## config.mk

```make
export PLATFORM = sky130hd
export DESIGN_NAME = resp_misr_compactor_flat
export DESIGN_NICKNAME = d
export VERILOG_FILES = /design/src/rtl/resp_misr_compactor_pkg.sv /design/src/rtl/resp_misr_compactor_if.sv /design/src/rtl/resp_misr_compactor_misr_reg.sv /design/src/rtl/resp_misr_compactor.sv /design/src/flat_wrapper.sv
export SDC_FILE = /design/constraint.sdc
export NUM_CORES = 1
export LEC_CHECK = 0
export CAP_MARGIN = 40
export CORE_AREA = 8 8 99 101
export DETAILED_ROUTE_END_ITERATION = 6
export DIE_AREA = 0 0 107 109
export GPL_ROUTABILITY_DRIVEN = 0
export PLACE_DENSITY = 0.66
export SLEW_MARGIN = 10
export SYNTH_ARGS = -nofsm -noshare
export SYNTH_HDL_FRONTEND = slang
export SYNTH_SLANG_ARGS = --single-unit
```

## constraint.sdc

```tcl
create_clock -name clk -period 3.4 [get_ports clk]
set_clock_uncertainty 0.1 [all_clocks]
set_input_delay 0.85 -clock clk [delete_from_list [all_inputs] [get_ports clk]]
set_output_delay 0.85 -clock clk [all_outputs]
set_load 0.005 [all_outputs]
```

## src/rtl/resp_misr_compactor_pkg.sv

```systemverilog
// Shared types and the MISR step function for the response compactor.
// Build option RESP_MISR_XMASK_EN adds a per-bit response mask.
package resp_misr_pkg;

    typedef enum logic [1:0] {
        IDLE  = 2'd0,
        RUN   = 2'd1,
        CHECK = 2'd2,
        DONE  = 2'd3
    } state_t;

    localparam logic [15:0] DEF_POLY = 16'h1021;
    localparam logic [15:0] DEF_SEED = 16'h0000;

    // Widest signature the step function supports; callers pass their width.
    localparam int MISR_MAX_W = 64;

    function automatic logic [MISR_MAX_W-1:0] misr_step(
        input logic [MISR_MAX_W-1:0] sig,
        input logic [MISR_MAX_W-1:0] data,
        input logic [MISR_MAX_W-1:0] poly,
        input int unsigned           w
    );
        logic [MISR_MAX_W-1:0] mask;
        logic                  fb;
        if (w >= MISR_MAX_W) begin
            mask = '1;
        end else begin
            mask = (64'd1 << w) - 64'd1;
        end
        fb = |(sig & (64'd1 << (w - 1)));
        misr_step = ((sig << 1) ^ (fb ? poly : '0) ^ data) & mask;
    endfunction

endpackage

```

## src/rtl/resp_misr_compactor_if.sv

```systemverilog
// Response handshake between the netlist outputs and the compactor.
// Build option RESP_MISR_XMASK_EN adds resp_xmask.
interface resp_misr_compactor_if #(
    parameter int RESP_W = 8
);
    logic              resp_valid;
    logic              resp_ready;
    logic [RESP_W-1:0] resp_data;
`ifdef RESP_MISR_XMASK_EN
    logic [RESP_W-1:0] resp_xmask;

    modport master (
        output resp_valid,
        output resp_data,
        output resp_xmask,
        input  resp_ready
    );

    modport slave (
        input  resp_valid,
        input  resp_data,
        input  resp_xmask,
        output resp_ready
    );
`else
    modport master (
        output resp_valid,
        output resp_data,
        input  resp_ready
    );

    modport slave (
        input  resp_valid,
        input  resp_data,
        output resp_ready
    );
`endif
endinterface

```

## src/rtl/resp_misr_compactor_misr_reg.sv

```systemverilog
// Signature register with polynomial feedback and parallel data injection.
// Loads SEED on reset or load; folds data in on shift.
module misr_reg
    import resp_misr_pkg::*;
#(
    parameter int               SIG_W = 16,
    parameter logic [SIG_W-1:0] POLY  = DEF_POLY,
    parameter logic [SIG_W-1:0] SEED  = DEF_SEED
) (
    input  logic             clk,
    input  logic             rst,
    input  logic             load,
    input  logic             shift,
    input  logic [SIG_W-1:0] data,
    output logic [SIG_W-1:0] sig
);

    logic [MISR_MAX_W-1:0] step_full;
    logic                  unused_ok;

    assign step_full = misr_step(
        MISR_MAX_W'(sig),
        MISR_MAX_W'(data),
        MISR_MAX_W'(POLY),
        SIG_W
    );

    // The step result is already masked to SIG_W; upper bits are zero.
    assign unused_ok = ^step_full;

    always_ff @(posedge clk) begin
        if (rst || load) begin
            sig <= SEED;
        end else if (shift) begin
            sig <= step_full[SIG_W-1:0];
        end
    end

endmodule

```

## src/rtl/resp_misr_compactor.sv

```systemverilog
// Response compactor: counts patterns, folds them into a MISR, checks golden.
// Build option RESP_MISR_XMASK_EN zeroes masked response bits before folding.
module resp_misr_compactor
    import resp_misr_pkg::*;
#(
    parameter int               RESP_W = 8,
    parameter int               SIG_W  = 16,
    parameter int               CNT_W  = 16,
    parameter logic [SIG_W-1:0] POLY   = DEF_POLY,
    parameter logic [SIG_W-1:0] SEED   = DEF_SEED
) (
    input  logic                  clk,
    input  logic                  rst,
    input  logic                  start,
    input  logic [CNT_W-1:0]      pat_count,
    resp_misr_compactor_if.slave  rsp,
    input  logic [SIG_W-1:0]      golden_sig,
    output logic                  busy,
    output logic                  done,
    output logic                  pass,
    output logic [SIG_W-1:0]      signature,
    output logic [CNT_W-1:0]      patterns_seen
);

    state_t            state;
    logic [CNT_W-1:0]  target;
    logic [CNT_W-1:0]  seen_inc;
    logic              ready_q;
    logic              xfer;
    logic              load;
    logic [RESP_W-1:0] resp_eff;
    logic [SIG_W-1:0]  resp_ext;

    assign rsp.resp_ready = ready_q;
    assign xfer     = rsp.resp_valid && ready_q;
    assign load     = start && (state == IDLE || state == DONE);
    assign seen_inc = patterns_seen + CNT_W'(1);

`ifdef RESP_MISR_XMASK_EN
    assign resp_eff = rsp.resp_data & ~rsp.resp_xmask;
`else
    assign resp_eff = rsp.resp_data;
`endif

    assign resp_ext = SIG_W'(resp_eff);

    misr_reg #(
        .SIG_W (SIG_W),
        .POLY  (POLY),
        .SEED  (SEED)
    ) u_misr (
        .clk   (clk),
        .rst   (rst),
        .load  (load),
        .shift (xfer),
        .data  (resp_ext),
        .sig   (signature)
    );

    always_ff @(posedge clk) begin
        if (rst) begin
            state         <= IDLE;
            target        <= '0;
            patterns_seen <= '0;
            ready_q       <= 1'b0;
            busy          <= 1'b0;
            done          <= 1'b0;
            pass          <= 1'b0;
        end else begin
            case (state)
                IDLE, DONE: begin
                    if (start) begin
                        target        <= pat_count;
                        patterns_seen <= '0;
                        busy          <= 1'b1;
                        done          <= 1'b0;
                        pass          <= 1'b0;
                        if (pat_count == '0) begin
                            state <= CHECK;
                        end else begin
                            state   <= RUN;
                            ready_q <= 1'b1;
                        end
                    end
                end
                RUN: begin
                    if (xfer) begin
                        patterns_seen <= seen_inc;
                        if (seen_inc == target) begin
                            state   <= CHECK;
                            ready_q <= 1'b0;
                        end
                    end
                end
                CHECK: begin
                    pass  <= (signature == golden_sig);
                    state <= DONE;
                    busy  <= 1'b0;
                    done  <= 1'b1;
                end
                default: begin
                    state <= IDLE;
                end
            endcase
        end
    end

endmodule
```

## src/flat_wrapper.sv

```systemverilog
// flat-port wrapper written by rule: the top's interface ports become plain ports
module resp_misr_compactor_flat import resp_misr_pkg::*;
#(
    parameter int               RESP_W = 8,
    parameter int               SIG_W  = 16,
    parameter int               CNT_W  = 16,
    parameter logic [SIG_W-1:0] POLY   = DEF_POLY,
    parameter logic [SIG_W-1:0] SEED   = DEF_SEED
)
  (clk, rst, start, pat_count, golden_sig, busy, done, pass, signature, patterns_seen, rsp_resp_valid, rsp_resp_data, rsp_resp_ready);
  resp_misr_compactor_if #(.RESP_W(RESP_W)) rsp_i ();
  input  logic clk;
  input  logic rst;
  input  logic start;
  input  logic [CNT_W-1:0] pat_count;
  input  logic [SIG_W-1:0] golden_sig;
  output logic busy;
  output logic done;
  output logic pass;
  output logic [SIG_W-1:0] signature;
  output logic [CNT_W-1:0] patterns_seen;
  input wire logic [$bits(rsp_i.resp_valid)-1:0] rsp_resp_valid;
  input wire logic [$bits(rsp_i.resp_data)-1:0] rsp_resp_data;
  output wire logic [$bits(rsp_i.resp_ready)-1:0] rsp_resp_ready;
  assign rsp_i.resp_valid = rsp_resp_valid;
  assign rsp_i.resp_data = rsp_resp_data;
  assign rsp_resp_ready = rsp_i.resp_ready;
  resp_misr_compactor #(.RESP_W(RESP_W), .SIG_W(SIG_W), .CNT_W(CNT_W), .POLY(POLY), .SEED(SEED)) u_core (.clk(clk), .rst(rst), .start(start), .pat_count(pat_count), .rsp(rsp_i), .golden_sig(golden_sig), .busy(busy), .done(done), .pass(pass), .signature(signature), .patterns_seen(patterns_seen));
endmodule
```

Word level (Yosys, flattened, before mapping)
Cells that the tools add are included.
- multiplexer cells: 19
- $add $sub $neg: 1
- reduce and logical (&&, ||, !) cells: 14
- eq/ne operators: 9
- bitwise operators: 2
- operators by type and width (cell ; number):
    $eq 16x16->1 ; 2
    $mux 16 ; 2
    $pmux 16 s2 ; 1
    $add 16x1->16 const B ; 1
    $logic_not 16->1 ; 1
    $xor 16x13->16 ; 1
    $xor 16x8->16 ; 1
    $mux 13 ; 1
    $mux 2 ; 4
    $pmux 1 s2 ; 4
    $mux 1 ; 6
    $ne 2x2->1 const B ; 3
    $pmux 2 s3 ; 1
    $reduce_and 3->1 ; 2
    $reduce_and 5->1 ; 1
    $eq 2x2->1 const B ; 2
    $reduce_and 2->1 ; 2
    $reduce_bool 2->1 ; 2
    $eq 2x1->1 const B ; 1
    $logic_and 1x1->1 ; 2
    $logic_not 2->1 ; 1
    $logic_or 1x1->1 ; 2
    $ne 2x1->1 const B ; 1
    $reduce_or 2->1 ; 1
- output and inout bits: 36
- flip-flop bits (word level): 54

Depth between registers and ports, before layout
Gate-level depths: netlist (run 1).
- depth in word-level cells: 5
- mapped depth: 10
- depth with buffers taken out: 9

Cells and area by module
A second synthesis (run 1) with hierarchy kept.
- cells, all modules: 388
- area total of the unflattened synthesis: 3191.8 µm²
- modules (own cells, without submodules) (module ; instances ; cells an instance ; area an instance (µm²) ; seq. area each (µm²)):
    resp_misr_compactor ; 1 ; 318 ; 2436.1 ; 760.7
    misr_reg ; 1 ; 70 ; 755.7 ; 320.3

Worst setup path before layout (run 1)
Ideal clock, no wire load.
- path kind: reg2reg
- from: register u_core.patterns_seen[0]
- to: register u_core.state[1]
- clock period less this slack: 2.624 ns
- setup time: 0.088 ns
- setup slack: 0.776 ns
- cell stages (with the launch flop): 10
- data arrival time: 2.436 ns
- path through: dfxtp_1 -> ha_1 -> buf_4 -> nand3_4 -> or4_4 -> a2bb2oi_1 -> a211o_1 -> nor4b_4 -> nor3_1 -> a311oi_2
- word-level cells in the longest chain between the ends: 4
- RTL lines (element ; RTL line ; source):
    from (decl) ; resp_misr_compactor.sv:22 ; output logic [CNT_W-1:0] patterns_seen
    from (signal assigned) ; resp_misr_compactor.sv:88 ; patterns_seen <= seen_inc;
    $add 16x1->16 ; resp_misr_compactor.sv:37 ; assign seen_inc = patterns_seen + CNT_W'(1);
    $eq 16x16->1 ; resp_misr_compactor.sv:89 ; if (seen_inc == target) begin
    $ne 2x1->1 (no source line) ; - ;
    $reduce_and 3->1 (no source line) ; - ;
    to (signal assigned) ; resp_misr_compactor.sv:90 ; state <= CHECK;
    to (signal assigned) ; resp_misr_compactor.sv:97 ; state <= DONE;
    to (signal assigned) ; resp_misr_compactor.sv:102 ; state <= IDLE;
    to (decl) ; resp_misr_compactor.sv:25 ; state_t state;
No other way between the ends.
A chain may end at the register's enable or synchronous reset.

Worst setup path after layout (run 1)
Same ends and word-level chain as after synthesis.

==> flow_summary.ini, run 1 <==
[outcome]
outcome = complete, no violations

[clock_tree]
cts_made_buffers = 5
cts.repair_timing.setup_buffer_count = 0
cts_hold_buffers = 0
clock_latency_late_sink_ns = 0.31
tritoncts = yes
cts.root.buffer_cell = clkbuf_8
post_cts.resized_instances = 0
clk_transition_reported_paths_ns = 0.11
clock_path_buffers = 2
cts_sinks = 54
maximum_level_of_the_cts_h_tree = 2

[yosys]
synth_cell_types = 53
synthesis.nets = 450
average_cell_area_after_synthesis_sq_um = 7.93
synth-async-reset-ratio = 0
synth.ff_latch_count = 54
synthCells = 403
synth_enable_flop_cells = 0
netlist_top_cells_area = dfxtp_1 34%, xnor2_1 8.5%, nand2_1 8.5%
synth_area_leader_cell = dfxtp_1
synth_largest_type_area_fraction = 0.338
cell_area_after_synthesis_sq_um = 3200
yosys_warnings = 0
synth-seq-area-share = 0.338
synthFlopType = dfxtp_1

[final_layout]
cell_area_after_layout_sq_um = 4030
final.fill_count = 800
postLayoutCoreUtil = 0.481
n_antenna_cell = 0
final_common_cell = clkdlybuf4s50_1
drive_above_1_share = 0.0697
syn_to_final_growth_pct = 26.0
mostFrequentLayoutCells = 79 x clkdlybuf4s50_1, 72 x nand2_1, 54 x dfxtp_1
num-nets-final = 505

[sta]
maximum_clock_frequency_mhz = 333
hold_viol = 0
worst_pin_slew_ns = 0.658
layout_worst_path_cycle_share = 0.884
totalNegativeSetupSlack_ns = 0
worst_slew_margin_rel = 0.561
setup_viol = 0
timing.final.crit_period_ns = 3.00
finalMaxSlewViolations = 0
grt_setup_unrepaired = false
post-route-worst-setup-slack_ns = 0.396

[detailed_routing]
drt_pass1_iterations = 4
drt_iter0_drc = 198
finalWirelength_um = 8590
avgViaCountPerCell = 5.18
vias = 2935
wl_per_cell_um = 15.2
final_antenna_net_count = 0
detail_route.drc_violations = 0

[critical_path]
timing.critical_path.to = u_core.state[1]$_SDFFE_PP0P_
critical_path.max_fanout = 15
worst_ep_arrival_time_ns = 3.13
startpoint_type = flop
worst_path_largest_cell_delay_ns = 0.54
worstReg2RegEnd = u_core.state[1]$_SDFFE_PP0P_
beginning_of_the_worst_register_to_register_path = u_core.patterns_seen[0]$_SDFFE_PP0P_
slowest_stage = or4_4
crit_path_cell_trace = ha_1 > nand3_4 > or4_4 > a2bb2oi_1 > a211o_1 > nor4b_4 > nor3_1 > a311oi_2
required_ns = 3.53
critical_path_end_type = flop
critPathKind = flop to flop
timing.reg2reg.setup_slack_ns = 0.40
cp-startpoint = u_core.patterns_seen[0]$_SDFFE_PP0P_
r2r_cells = 8

[global_route]
globalRouteTotalUtil = 0.143
grt_first_pass_wirelength_um = 13600
initial_antenna_violation_count = 0
largest_net_degree_at_the_start_of_global_routing = 40
grt_overflow_total = 0
first_global_vias = 2700

[pwr]
p_leak_nw = 1.38
max-vdd-ir-drop_uv = 218
power_density_cells_nw_per_um2 = 495

[die]
fp.dieArea_sq_um = 11700
core-area_sq_um = 8380
rows = 34
initial_utilization = 0.381
die_height_um = 109
floorplan_die_width_um = 107
ioPinCount = 80

[placed_design]
dp_hpwl_um = 6590
buffer_ports.inserted = 79
dpl_worst_slack_ns = 0.432
dpl_cell_area_sq_um = 3940

[worst_hold_path]
hold_path.class = flop to flop

[job]
max_cap_violations = 0
==> flip-flops by register name, summed over array words and instances (netlist names) <==
name	cells
u_core.patterns_seen	16
u_core.busy	1
u_core.u_misr.sig	16
u_core.target	16
u_core.rsp.resp_ready	1
u_core.pass	1
u_core.done	1
u_core.state	2
==> stage by stage <==
step | hold slack, ns | std cells | total power [mW]
after floorplan | 0.348 | 403 | 1.34
after global placement | 0.349 | 559 | 1.61
after detailed placement | 0.356 | 559 | 1.63
after CTS | 0.380 | 567 | 2.01
after global routing | 0.396 | 567 | 2.14
final | 0.375 | 567 | 1.99
==> cells in the mapped netlist (all sizes together) (3+ instances only) <==
master and instances:
or2 3, a21oi 42, nor4 11, nand3 5, nor3b 3, nor3 11, a31oi 3, dfxtp 54
nor2 36, nand4 8, and2 3, clkbuf 16, or3 3, xnor2 31, buf 19, ha 3
inv 4, and3 3, a211oi 9, a311oi 5, xor2 16, o21ai 16, or4 3, nand2 73
nand2b 4
==> power breakdown <==
group | internal [mW] | total [mW] | leakage (nW) | switching [mW]
registers | 0.714 | 0.800 | 0.439 | 0.0867
clock network | 0.150 | 0.380 | 0.0489 | 0.230
logic | 0.361 | 0.812 | 0.894 | 0.451
==> worst min path at each step <==
| stage | from | to | cells after the start |
|---|---|---|---|
| final | u_core.pass$_SDFFE_PP0P_ | u_core.pass$_SDFFE_PP0P_ | 2 |
| after global routing | u_core.target[14]$_SDFFE_PP0P_ | u_core.target[14]$_SDFFE_PP0P_ | 2 |
| after CTS | u_core.pass$_SDFFE_PP0P_ | u_core.pass$_SDFFE_PP0P_ | 2 |
| after detailed placement | u_core.pass$_SDFFE_PP0P_ | u_core.pass$_SDFFE_PP0P_ | 2 |
| after global placement | u_core.pass$_SDFFE_PP0P_ | u_core.pass$_SDFFE_PP0P_ | 2 |
| after floorplan | u_core.target[0]$_SDFFE_PP0P_ | u_core.target[0]$_SDFFE_PP0P_ | 2 |
==> cell families after synthesis <==
logic type | after synthesis | synth area share
mux | 1 | 0.00352
xor+xnor | 47 | 0.129
compound gates | 87 | 0.164
fa+ha+maj | 3 | 0.0117
flops | 54 | 0.338
simple gates | 172 | 0.282
buf+inv | 39 | 0.0720
==> layout make-up <==
class                   count  area (sq um)  area share
clock inverters             3          22.5     0.00559
well taps                 108           135      0.0336
inverters                   4          15.0     0.00373
flip-flops and latches     54          1080       0.268
repair buffers             83           821       0.204
multi-input cells         310          1880       0.468
clock buffers               5          68.8      0.0171
==> critical path: cells and delay by family (launching register included) <==
family	cells	cell delay, ns
compound gates	3	0.75
fa+ha+maj	1	0.40
flops	1	0.51
simple gates	4	1.17
==> routing by layer <==
| metal | GRT usage | vias up | share of wire |
|---|---|---|---|
| li1 | - | 1498 | - |
| met2 | 0.230 | 62 | 0.48 |
| met1 | 0.193 | 1371 | 0.47 |
| met3 | 0.0272 | 4 | 0.041 |
| met5 | 0 | - | 0 |
| met4 | 0.0362 | 0 | 0.0081 |
Note: power is estimated with default switching activity, not from simulation.
==> inputs of run 2 (changes only) <==
--- a/config.mk
+++ b/config.mk
@@ -6,11 +6,10 @@
 export NUM_CORES = 1
 export LEC_CHECK = 0
 export CAP_MARGIN = 40
-export CORE_AREA = 8 8 99 101
+export CORE_AREA = 2 2 99 101
 export DETAILED_ROUTE_END_ITERATION = 6
-export DIE_AREA = 0 0 107 109
+export DIE_AREA = 0 0 101 103
 export GPL_ROUTABILITY_DRIVEN = 0
-export PLACE_DENSITY = 0.66
 export SLEW_MARGIN = 10
 export SYNTH_ARGS = -nofsm -noshare
 export SYNTH_HDL_FRONTEND = slang
==> flow_summary.ini, run 2 (same netlist as run 1, synthesis figures left out) <==
[outcome]
outcome = complete, no violations

[die]
rows = 36
die_height_um = 103
initial_utilization = 0.338
ioPinCount = 80
fp.dieArea_sq_um = 10400
floorplan_die_width_um = 101
core-area_sq_um = 9460

[global_route]
grt_overflow_total = 0
largest_net_degree_at_the_start_of_global_routing = 40
first_global_vias = 2676
globalRouteTotalUtil = 0.166
grt_first_pass_wirelength_um = 13600
initial_antenna_violation_count = 0

[clock_tree]
cts.root.buffer_cell = clkbuf_8
cts_made_buffers = 5
tritoncts = yes
cts_hold_buffers = 0
clk_transition_reported_paths_ns = 0.11
clock_path_buffers = 2
post_cts.resized_instances = 0
cts.repair_timing.setup_buffer_count = 0
cts_sinks = 54
maximum_level_of_the_cts_h_tree = 2
clock_latency_late_sink_ns = 0.32

[detailed_routing]
final_antenna_net_count = 0
vias = 2932
wl_per_cell_um = 15.1
avgViaCountPerCell = 5.12
drt_iter0_drc = 159
finalWirelength_um = 8660
detail_route.drc_violations = 0
drt_pass1_iterations = 5

[sta]
worst_hold_slack_ns = 0.366
finalMaxSlewViolations = 0
worst_pin_slew_ns = 0.716
grt_setup_unrepaired = false
setup_viol = 0
hold_viol = 0
timing.final.crit_period_ns = 3.07
layout_worst_path_cycle_share = 0.903
post-route-worst-setup-slack_ns = 0.329
totalNegativeSetupSlack_ns = 0
maximum_clock_frequency_mhz = 326
worst_slew_margin_rel = 0.523

[pwr]
power_density_cells_nw_per_um2 = 512
total_power_mw = 2.08
max-vdd-ir-drop_uv = 232
p_leak_nw = 1.39

[critical_path]
cp-startpoint = u_core.patterns_seen[0]$_SDFFE_PP0P_
worst_ep_arrival_time_ns = 3.20
critPathKind = flop to flop
startpoint_type = flop
critical_path_end_type = flop
required_ns = 3.53
beginning_of_the_worst_register_to_register_path = u_core.patterns_seen[0]$_SDFFE_PP0P_
critical_path.max_fanout = 15

[final_layout]
layoutNonFillerInstCount = 573
n_antenna_cell = 0
cell_area_after_layout_sq_um = 4060
top_flop_regs = u_core.patterns_seen (16), u_core.target (16), u_core.u_misr.sig (16)
final_common_cell = clkdlybuf4s50_1
drive_above_1_share = 0.0697
multi_input_comb_area_sq_um = 1880
mostFrequentLayoutCells = 79 x clkdlybuf4s50_1, 72 x nand2_1, 54 x dfxtp_1
syn_to_final_growth_pct = 27.1
num-nets-final = 505
postLayoutCoreUtil = 0.429
ff_latch_area_sq_um = 1080
final.fill_count = 966

[placed_design]
buffer_ports.inserted = 79
dpl_cell_area_sq_um = 3940
dp_hpwl_um = 6520
placed_cells_incl_taps = 565
dpl_worst_slack_ns = 0.385

[worst_hold_path]
hold_path.class = flop to flop
hold_start = u_core.pass$_SDFFE_PP0P_

[job]
max_cap_violations = 0
## run 2: cell types whose count changed in the layout (fill, tap and decap cells not counted)
cell	change
bufinv_16	+1
clkinv_2	-1
## run 2: where the power goes
group / internal (mW) / switching, mW / total (mW)
registers: 0.714 / 0.0878 / 0.802
clock network: 0.225 / 0.236 / 0.462
logic: 0.361 / 0.455 / 0.816
total: 1.30 / 0.779 / 2.08
## run 2: path summary, 6_finish.rpt
check	depth (start not counted)	slack (ns)	end
max reg2reg	8	0.33	u_core.state[1]$_SDFFE_PP0P_
min	2	0.37	u_core.pass$_SDFFE_PP0P_
max	8	0.33	u_core.state[1]$_SDFFE_PP0P_
min reg2reg	2	0.37	u_core.pass$_SDFFE_PP0P_
## run 2: metal layers
metal  wire length (um)  global-route usage
met1               4130               0.230
met5                  0                   0
met2               4000               0.266
met3                361              0.0258
met4                166              0.0509
## run 2: worst max-delay path, stage by stage (launching register included)
cell and delay [ns]:
dfxtp_1 0.51, ha_1 0.41, nand3_4 0.23, or4_4 0.55, a2bb2oi_1 0.17, a211o_1 0.36
nor4b_4 0.31, nor3_1 0.10, a311oi_2 0.25
## run 2: area by class of cell
| class | count | area share |
|---|---|---|
| Multi-Input combinational cell | 310 | 0.464 |
| Clock buffer | 5 | 0.0169 |
| Sequential cell | 54 | 0.266 |
| Clock inverter | 3 | 0.0117 |
| Timing Repair Buffer | 83 | 0.202 |
| Tap cell | 114 | 0.0351 |
| Inverter | 4 | 0.00370 |
